<file path="config.mk">
export PLATFORM = sky130hd
export DESIGN_NAME = spi_txn_ctrl
export DESIGN_NICKNAME = d
export VERILOG_FILES = /design/src/rtl/spi_txn_pkg.sv /design/src/rtl/spi_byte_shift.sv /design/src/rtl/spi_txn_ctrl.sv
export SDC_FILE = /design/constraint.sdc
export NUM_CORES = 1
export LEC_CHECK = 0
export CORE_MARGIN = 1
export CORE_UTILIZATION = 39
export CTS_CLUSTER_SIZE = 8
export DETAILED_ROUTE_END_ITERATION = 10
export PLACE_DENSITY = 0.59
export SLEW_MARGIN = 30
export SYNTH_ARGS = -nofsm -noshare
export SYNTH_HDL_FRONTEND = slang
export SYNTH_HIERARCHICAL = 1
export SYNTH_SLANG_ARGS = --single-unit
</file>
<file path="constraint.sdc">
create_clock -name clk -period 4 [get_ports clk]
set_input_delay 0.8 -clock clk [delete_from_list [all_inputs] [get_ports clk]]
set_output_delay 0.8 -clock clk [all_outputs]
set_load 0.05 [all_outputs]
</file>
<file path="src/rtl/spi_txn_pkg.sv">
// spi_txn_pkg: state encoding, frame size and timing defaults shared by the SPI transaction controller
package spi_txn_pkg;
  typedef enum logic [2:0] {IDLE, SETUP, BIT_LO, BIT_HI, GAP, HOLD, DONE} state_e;
  localparam int NBYTES = 3;
  localparam int DEF_CLK_DIV = 5;
  localparam int DEF_CS_SETUP = 10;
  localparam int DEF_GAP_CYC = 50;
  localparam int DEF_CS_HOLD = 50;
  function automatic int max4(input int a, input int b, input int c, input int d);
    int m;
    m = a > b ? a : b;
    m = m > c ? m : c;
    return m > d ? m : d;
  endfunction
endpackage

</file>
<file path="src/rtl/spi_byte_shift.sv">
// spi_byte_shift: clocks one byte out MSB first on SCK/MOSI and shifts MISO in at the end of each SCK high phase
module spi_byte_shift
  import spi_txn_pkg::*;
#(
  parameter int CLK_DIV = DEF_CLK_DIV
) (
  input  logic       clk,
  input  logic       rst,
  input  logic       start_i,
  input  logic [7:0] tx_i,
  input  logic       miso_i,
  output logic       sck_o,
  output logic       mosi_o,
  output logic [7:0] rx_o,
  output logic       done_o
);
  localparam int DW = $clog2(CLK_DIV + 1);
  state_e ph_q;
  logic [DW-1:0] cnt_q;
  logic [2:0] bit_q;
  logic [7:0] tx_q, rx_q;
  logic sck_q, mosi_q, last;
  assign last = cnt_q == '0;
  assign done_o = ph_q == BIT_HI && last && bit_q == '0;
  assign sck_o = sck_q;
  assign mosi_o = mosi_q;
  assign rx_o = rx_q;
  always_ff @(posedge clk or posedge rst) begin
    if (rst) begin
      ph_q <= IDLE;
      cnt_q <= '0;
      bit_q <= '0;
      tx_q <= '0;
      rx_q <= '0;
      sck_q <= 1'b0;
      mosi_q <= 1'b0;
    end else begin
      if (ph_q == BIT_HI && last) rx_q <= {rx_q[6:0], miso_i};
      // start wins over the final high phase so back-to-back bytes need no idle cycle
      if (start_i) begin
        ph_q <= BIT_LO;
        cnt_q <= DW'(CLK_DIV - 1);
        bit_q <= 3'd7;
        tx_q <= {tx_i[6:0], 1'b0};
        mosi_q <= tx_i[7];
        sck_q <= 1'b0;
      end else if (ph_q == BIT_LO) begin
        if (last) begin
          ph_q <= BIT_HI;
          sck_q <= 1'b1;
          cnt_q <= DW'(CLK_DIV - 1);
        end else cnt_q <= cnt_q - DW'(1);
      end else if (ph_q == BIT_HI) begin
        if (!last) cnt_q <= cnt_q - DW'(1);
        else if (bit_q == '0) begin
          ph_q <= IDLE;
          sck_q <= 1'b0;
        end else begin
          ph_q <= BIT_LO;
          sck_q <= 1'b0;
          bit_q <= bit_q - 3'd1;
          mosi_q <= tx_q[7];
          tx_q <= {tx_q[6:0], 1'b0};
          cnt_q <= DW'(CLK_DIV - 1);
        end
      end
    end
  end
endmodule

</file>
<file path="src/rtl/spi_txn_ctrl.sv">
// spi_txn_ctrl: frames a cmd/addr/wdata request as a 3-byte SPI mode-0 transaction and returns the last MISO byte
module spi_txn_ctrl
  import spi_txn_pkg::*;
#(
  parameter int CLK_DIV  = DEF_CLK_DIV,
  parameter int CS_SETUP = DEF_CS_SETUP,
  parameter int GAP_CYC  = DEF_GAP_CYC,
  parameter int CS_HOLD  = DEF_CS_HOLD
) (
  input  logic       clk,
  input  logic       rst,
  input  logic       req_valid,
  output logic       req_ready,
  input  logic [7:0] req_cmd,
  input  logic [7:0] req_addr,
  input  logic [7:0] req_wdata,
  output logic       rsp_valid,
  output logic [7:0] rsp_rdata,
  output logic       busy,
  output logic       spi_cs,
  output logic       spi_sck,
  output logic       spi_mosi,
  input  logic       spi_miso
);
  localparam int CW = $clog2(max4(CLK_DIV, CS_SETUP, GAP_CYC, CS_HOLD) + 1);
  state_e st_q;
  logic [CW-1:0] cnt_q;
  logic [1:0] byte_q;
  logic [23:0] data_q;
  logic ready_q, busy_q, cs_q, rsp_valid_q;
  logic [7:0] rsp_rdata_q, tx, rx;
  logic start, byte_done;
  // byte_q indexes the next byte to launch, so NBYTES means the last byte is in flight
  assign tx = byte_q == 2'd0 ? data_q[23:16] : byte_q == 2'd1 ? data_q[15:8] : data_q[7:0];
  assign start = ((st_q == SETUP || st_q == GAP) && cnt_q == '0)
              || (st_q == BIT_LO && byte_done && byte_q != 2'(NBYTES) && GAP_CYC == 0);
  assign req_ready = ready_q;
  assign busy = busy_q;
  assign spi_cs = cs_q;
  assign rsp_valid = rsp_valid_q;
  assign rsp_rdata = rsp_rdata_q;
  spi_byte_shift #(.CLK_DIV(CLK_DIV)) u_shift (
    .clk(clk),
    .rst(rst),
    .start_i(start),
    .tx_i(tx),
    .miso_i(spi_miso),
    .sck_o(spi_sck),
    .mosi_o(spi_mosi),
    .rx_o(rx),
    .done_o(byte_done)
  );
  always_ff @(posedge clk or posedge rst) begin
    if (rst) begin
      st_q <= IDLE;
      cnt_q <= '0;
      byte_q <= '0;
      data_q <= '0;
      ready_q <= 1'b0;
      busy_q <= 1'b0;
      cs_q <= 1'b1;
      rsp_valid_q <= 1'b0;
      rsp_rdata_q <= '0;
    end else begin
      rsp_valid_q <= 1'b0;
      if (start) byte_q <= byte_q + 2'd1;
      case (st_q)
        IDLE: begin
          ready_q <= 1'b1;
          if (req_valid && ready_q) begin
            data_q <= {req_cmd, req_addr, req_wdata};
            ready_q <= 1'b0;
            busy_q <= 1'b1;
            cs_q <= 1'b0;
            byte_q <= '0;
            cnt_q <= CW'(CS_SETUP - 1);
            st_q <= SETUP;
          end
        end
        SETUP, GAP: if (cnt_q == '0) st_q <= BIT_LO; else cnt_q <= cnt_q - CW'(1);
        BIT_LO: if (byte_done) begin
          if (byte_q == 2'(NBYTES)) begin
            st_q <= HOLD;
            cnt_q <= CW'(CS_HOLD - 1);
          end else if (GAP_CYC > 0) begin
            st_q <= GAP;
            cnt_q <= CW'(GAP_CYC - 1);
          end
        end
        HOLD: if (cnt_q == '0) begin
          st_q <= DONE;
          cs_q <= 1'b1;
          busy_q <= 1'b0;
          rsp_valid_q <= 1'b1;
          rsp_rdata_q <= rx;
        end else cnt_q <= cnt_q - CW'(1);
        default: begin
          st_q <= IDLE;
          ready_q <= 1'b1;
        end
      endcase
    end
  end
endmodule
</file>
### Yosys cells after proc, flatten, opt, wreduce, memory -nomap -nowiden

Cells that the tools add are included.

| word-level totals | value |
|---|---|
| output and inout bits | 14 |
| flip-flop bits (word level) | 74 |

| operators by class | value |
|---|---|
| add/sub/neg operators | 4 |
| reductions and logical operators | 26 |
| equality and inequality tests | 16 |
| multiplexer cells | 57 |

Operator list:

| kind | number |
|---|---|
| two-way mux 3 bit | 20 |
| two-way mux 8 bit | 7 |
| two-way mux 1 bit | 18 |
| two-way mux 6 bit | 3 |
| case mux 6 bit (3 select lines) | 1 |
| != test 2 bit (second input constant) | 7 |
| case mux 3 bit (4 select lines) | 1 |
| AND reduction 4 bit | 3 |
| == test 3 x 2 -> 1 bit (second input constant) | 3 |
| logical NOT 3 bit | 3 |
| two-way mux 2 bit | 4 |
| AND reduction 2 bit | 4 |
| == test 3 bit (second input constant) | 2 |
| logical NOT 6 bit | 1 |
| case mux 1 bit (2 select lines) | 3 |
| nonzero test 2 bit | 3 |
| nonzero test 3 bit | 2 |
| subtractor 3 x 1 -> 3 bit (second input constant) | 2 |
| subtractor 6 x 1 -> 6 bit (second input constant) | 1 |
| logical AND 1 bit | 4 |
| != test 4 bit (second input constant) | 1 |
| OR reduction 4 bit | 1 |
| == test 3 x 1 -> 1 bit (second input constant) | 1 |
| AND reduction 3 bit | 1 |
| other kinds (7) | 7 |

### Depth between registers and ports, before layout

| logic depth | value |
|---|---|
| word-level depth | 6 |
| depth in mapped cells | 9 |

### Cells and area by module

Netlist, hierarchy kept.

Modules (own cells, without submodules):

| module | cells an instance | seq. area each (um2) | instances | area each (um2) |
|---|---|---|---|---|
| spi_txn_ctrl | 230 | 1177.4 | 1 | 2222.1 |
| spi_byte_shift | 102 | 600.6 | 1 | 1158.6 |

### Least setup slack after synthesis

OpenSTA, ideal clock, no wires.

| timing path | value |
|---|---|
| path kind | register to register |
| start | register u_shift.cnt_q[0] |
| end | register, netlist name cnt_q[2] |
| arrival | 1911 ps |
| path slack | 1968 ps |
| stages on the path, launching flop included | 8 |
| buffers on the path | 1 |
| period minus slack after synthesis | 2032 ps |
| path through | dfrtp_1 nor4b_2 nand2_1 nor2_1 nand3_1 and3_4 buf_6 a22o_1 |

RTL lines:

| item | RTL line | RTL |
|---|---|---|
| from (decl) | spi_byte_shift.sv:19 | `logic [DW-1:0] cnt_q;` |
| from (signal assigned) | spi_byte_shift.sv:42 | `cnt_q <= DW'(CLK_DIV - 1);` |
| from (signal assigned) | spi_byte_shift.sv:51 | `cnt_q <= DW'(CLK_DIV - 1);` |
| from (signal assigned) | spi_byte_shift.sv:52 | `end else cnt_q <= cnt_q - DW'(1);` |

==> metrics.txt <==
Worst Path Buf+Inv=1; Filler cells=797; share of cells above drive strength 1=0.134; DR pass1 iterations=4; Die Wd=~95 um; crit-path max FO=15; Flop pwr share=0.506; Data arrival, critical path=1.88 ns; commonest non-fill, non-tap cell in the layout=nand2_1; vias in the first global route=2285; synthesized flop and latch total=a little over 70; antenna violations before repair=0; Num CTS Buffers=9; vias=2521; crit-path cells=clkdlybuf4s50_1; Crit path required time=between 3 and 4 ns; ys flop type=dfrtp_1; Rows=33; Pint=between 1 and 1.5 mW; Pleak=about 1.9 nW; placed cell count=between 400 and 500; post-route cell area=0.00408 mm^2; placed cell areas=0.00384 mm^2; NumNets Final=402; area grow syn2layout=20.6%; Worst-Skew Late Latency=0.34 ns; switching share of power=0.208; Max Fclk=about 0.37 GHz; mean routed wirelength per cell=14.3 um; asr flop ratio synth=1.00; routed wire length=6.84 mm; grt total ovfl=0; # H-tree levels=3; first-iteration detailed-routing DRC count=73; Synth top area share=0.518; sequential share of the synthesized area=0.526; final core utilization=0.491; GP Congestion=0.750; cell accounting for the most synthesized area=dfrtp_1; Clock transition at path regs=0.08 ns; fin crit period=2.68 ns; switching pwr=0.296 mW; Synth Area per Inst=between 10 and 15 um^2; Post-DRT Antenna Nets=0; Logic pwr share=0.032; cell count after synthesis=roughly 330; Cell Count, Final, Fillers Out=roughly 480; DRC=0; largest net degree at the start of global routing=48; pwr dens=350 mW/mm^2; Peak VDD IR=between 200 and 300 uV; RSZ-0062 raised after global routing=false; Post-CTS Setup Bufs=0; critical path's largest stage delay=approximately 0.90 ns; hpwl dp=between 4 and 5 mm; top post-synthesis cells by area=dfrtp_1 (52%), nand2_1 (9.5%), mux2_2 (5.3%); ant diodes=0; setup TNS=0 ns; clock root buffer master=clkbuf_8; most frequent cells in the layout=nand2_1 (86), dfrtp_1 (70), clkdlybuf4s50_1 (41); CTS max path bufs=2; Syn Nets=366; status=finished, final reports clean; Initial Utilization=0.407; Post-synth EDFFs=0; Max Cap Viol=0; CTS tree=yes; DR vias/cell=5.27; crit start category=register; Worst-Margin Slew=between 0.7 and 0.8 ns; PostCTS Resize Cnt=0; fin. max-slew vios=0; CP Capture Type=output port; clk sinks=71; Ys Warns=6; Cell Area, Synth=0.00338 mm^2; Slew HR=0.472; Global Route Usage Sum=0.164; Unique masters post-synth=51; IO Port Bufs=41; hold crit path type=register to register; I/O Pins=42; Post-CTS Hold Buffers=0; CP top delay family=buffers and inverters; WS Path Type=register to output port; endpoints failing hold=0; Clock Power Share=0.462; clock skew=0.00718 ns; Die Y=95.1 um; core area=slightly above 0.008 mm^2; Die ar.=approximately 0.0090 mm^2; Slowest cell on crit path=clkdlybuf4s50_1; final setup violation count=0; first-pass GRT wire length=11.3 mm; post-route clock period utilization=0.671
[state kept, by name (all words and copies together) (netlist names), 2 cells and up]
name and cells:
data_q 24, rsp_rdata 8, u_shift/tx_q 7, st_q 3, u_shift/rx_o 8, u_shift/ph_q 2
u_shift/bit_q 3, byte_q 2, u_shift/cnt_q 3, cnt_q 6
[metal layers]
layer	global-route usage	vias to the layer above	share of wire	wire length, um
met4	0.0417	0	0.011	73
met2	0.223	46	0.44	3040
met3	0.0526	6	0.040	274
met1	0.248	1255	0.51	3450
met5	0	-	0	0
li1	-	1214	-	-
[cell type report]
| type | instances | area [um^2] | area share |
|---|---|---|---|
| flip-flops and latches | 71 | 1780 | 0.436 |
| multi-input cells | 230 | 1460 | 0.357 |
| repair buffers | 44 | 433 | 0.106 |
| clock buffers | 11 | 151 | 0.0371 |
| well taps | 105 | 131 | 0.0322 |
| clock inverters | 5 | 80.1 | 0.0196 |
| inverters | 12 | 47.5 | 0.0117 |
[kinds of logic (layout without fill, tap and decap cells)]
| kind of cell | after synthesis | count (layout) | synth area share |
|---|---|---|---|
| flops | 71 | 71 | 0.526 |
| buf+inv | 31 | 72 | 0.0437 |
| fa+ha+maj | 6 | 6 | 0.0222 |
| mux | 25 | 25 | 0.0799 |
| xor+xnor | 2 | 2 | 0.00518 |
| simple gates | 134 | 134 | 0.193 |
| compound gates | 63 | 63 | 0.130 |
[final timing paths]
| kind | startpoint | endpoint | slack [ns] | cells after the start |
|---|---|---|---|---|
| max | u_shift/ph_q[0]$_DFFE_PP0P_ | spi_sck | 1.32 | 1 |
| min | data_q[16]$_DFFE_PP0P_ | data_q[16]$_DFFE_PP0P_ | 0.48 | 2 |
| max reg2reg | u_shift/cnt_q[0]$_DFFE_PP0P_ | cnt_q[2]$_DFFE_PP0P_ | 1.61 | 7 |
| min reg2reg | data_q[16]$_DFFE_PP0P_ | data_q[16]$_DFFE_PP0P_ | 0.48 | 2 |
| max in group asynchronous | rst | data_q[20]$_DFFE_PP0P_ | 2.64 | 2 |
| min in group asynchronous | rst | u_shift/ph_q[1]$_DFFE_PP0P_ | 0.90 | 2 |
[synthesized netlist by cell type (all sizes together) (2+ instances only)]
master and n:
mux2 16, nand3 5, nor2 14, xnor2 2
a221o 2, and3 3, o21ai 19, nor2b 4
buf 9, nand2b 6, or2 2, a21o 2
a22o 3, o31ai 6, o22a 2, a2bb2oi 5
and2 2, nand2 86, ha 6, a21oi 5
inv 11, mux2i 9, nor3 2, nor4 4
dfrtp 70, a41oi 5, clkbuf 10, a31oi 6
[metrics by stage]
stage                     worst slack, ns  total power, mW  hold WS, ns
after floorplan                      1.97            0.750        0.445
after global placement               1.42            0.782        0.459
after detailed placement             1.41            0.783        0.462
after CTS                            1.31             1.44        0.480
after global routing                 1.22             1.47        0.496
final                                1.32             1.43        0.476
[power by group through the flow]
stage,logic [mW],registers [mW],clock network (mW)
6_report,0.0455,0.722,0.659
3_5_place_dp,0.0470,0.736,0
3_3_place_gp,0.0464,0.736,0
2_1_floorplan,0.0145,0.735,0
4_1_cts,0.0472,0.722,0.671
5_1_grt,0.0511,0.722,0.700
No activity file was read; power rests on OpenSTA's default activity.
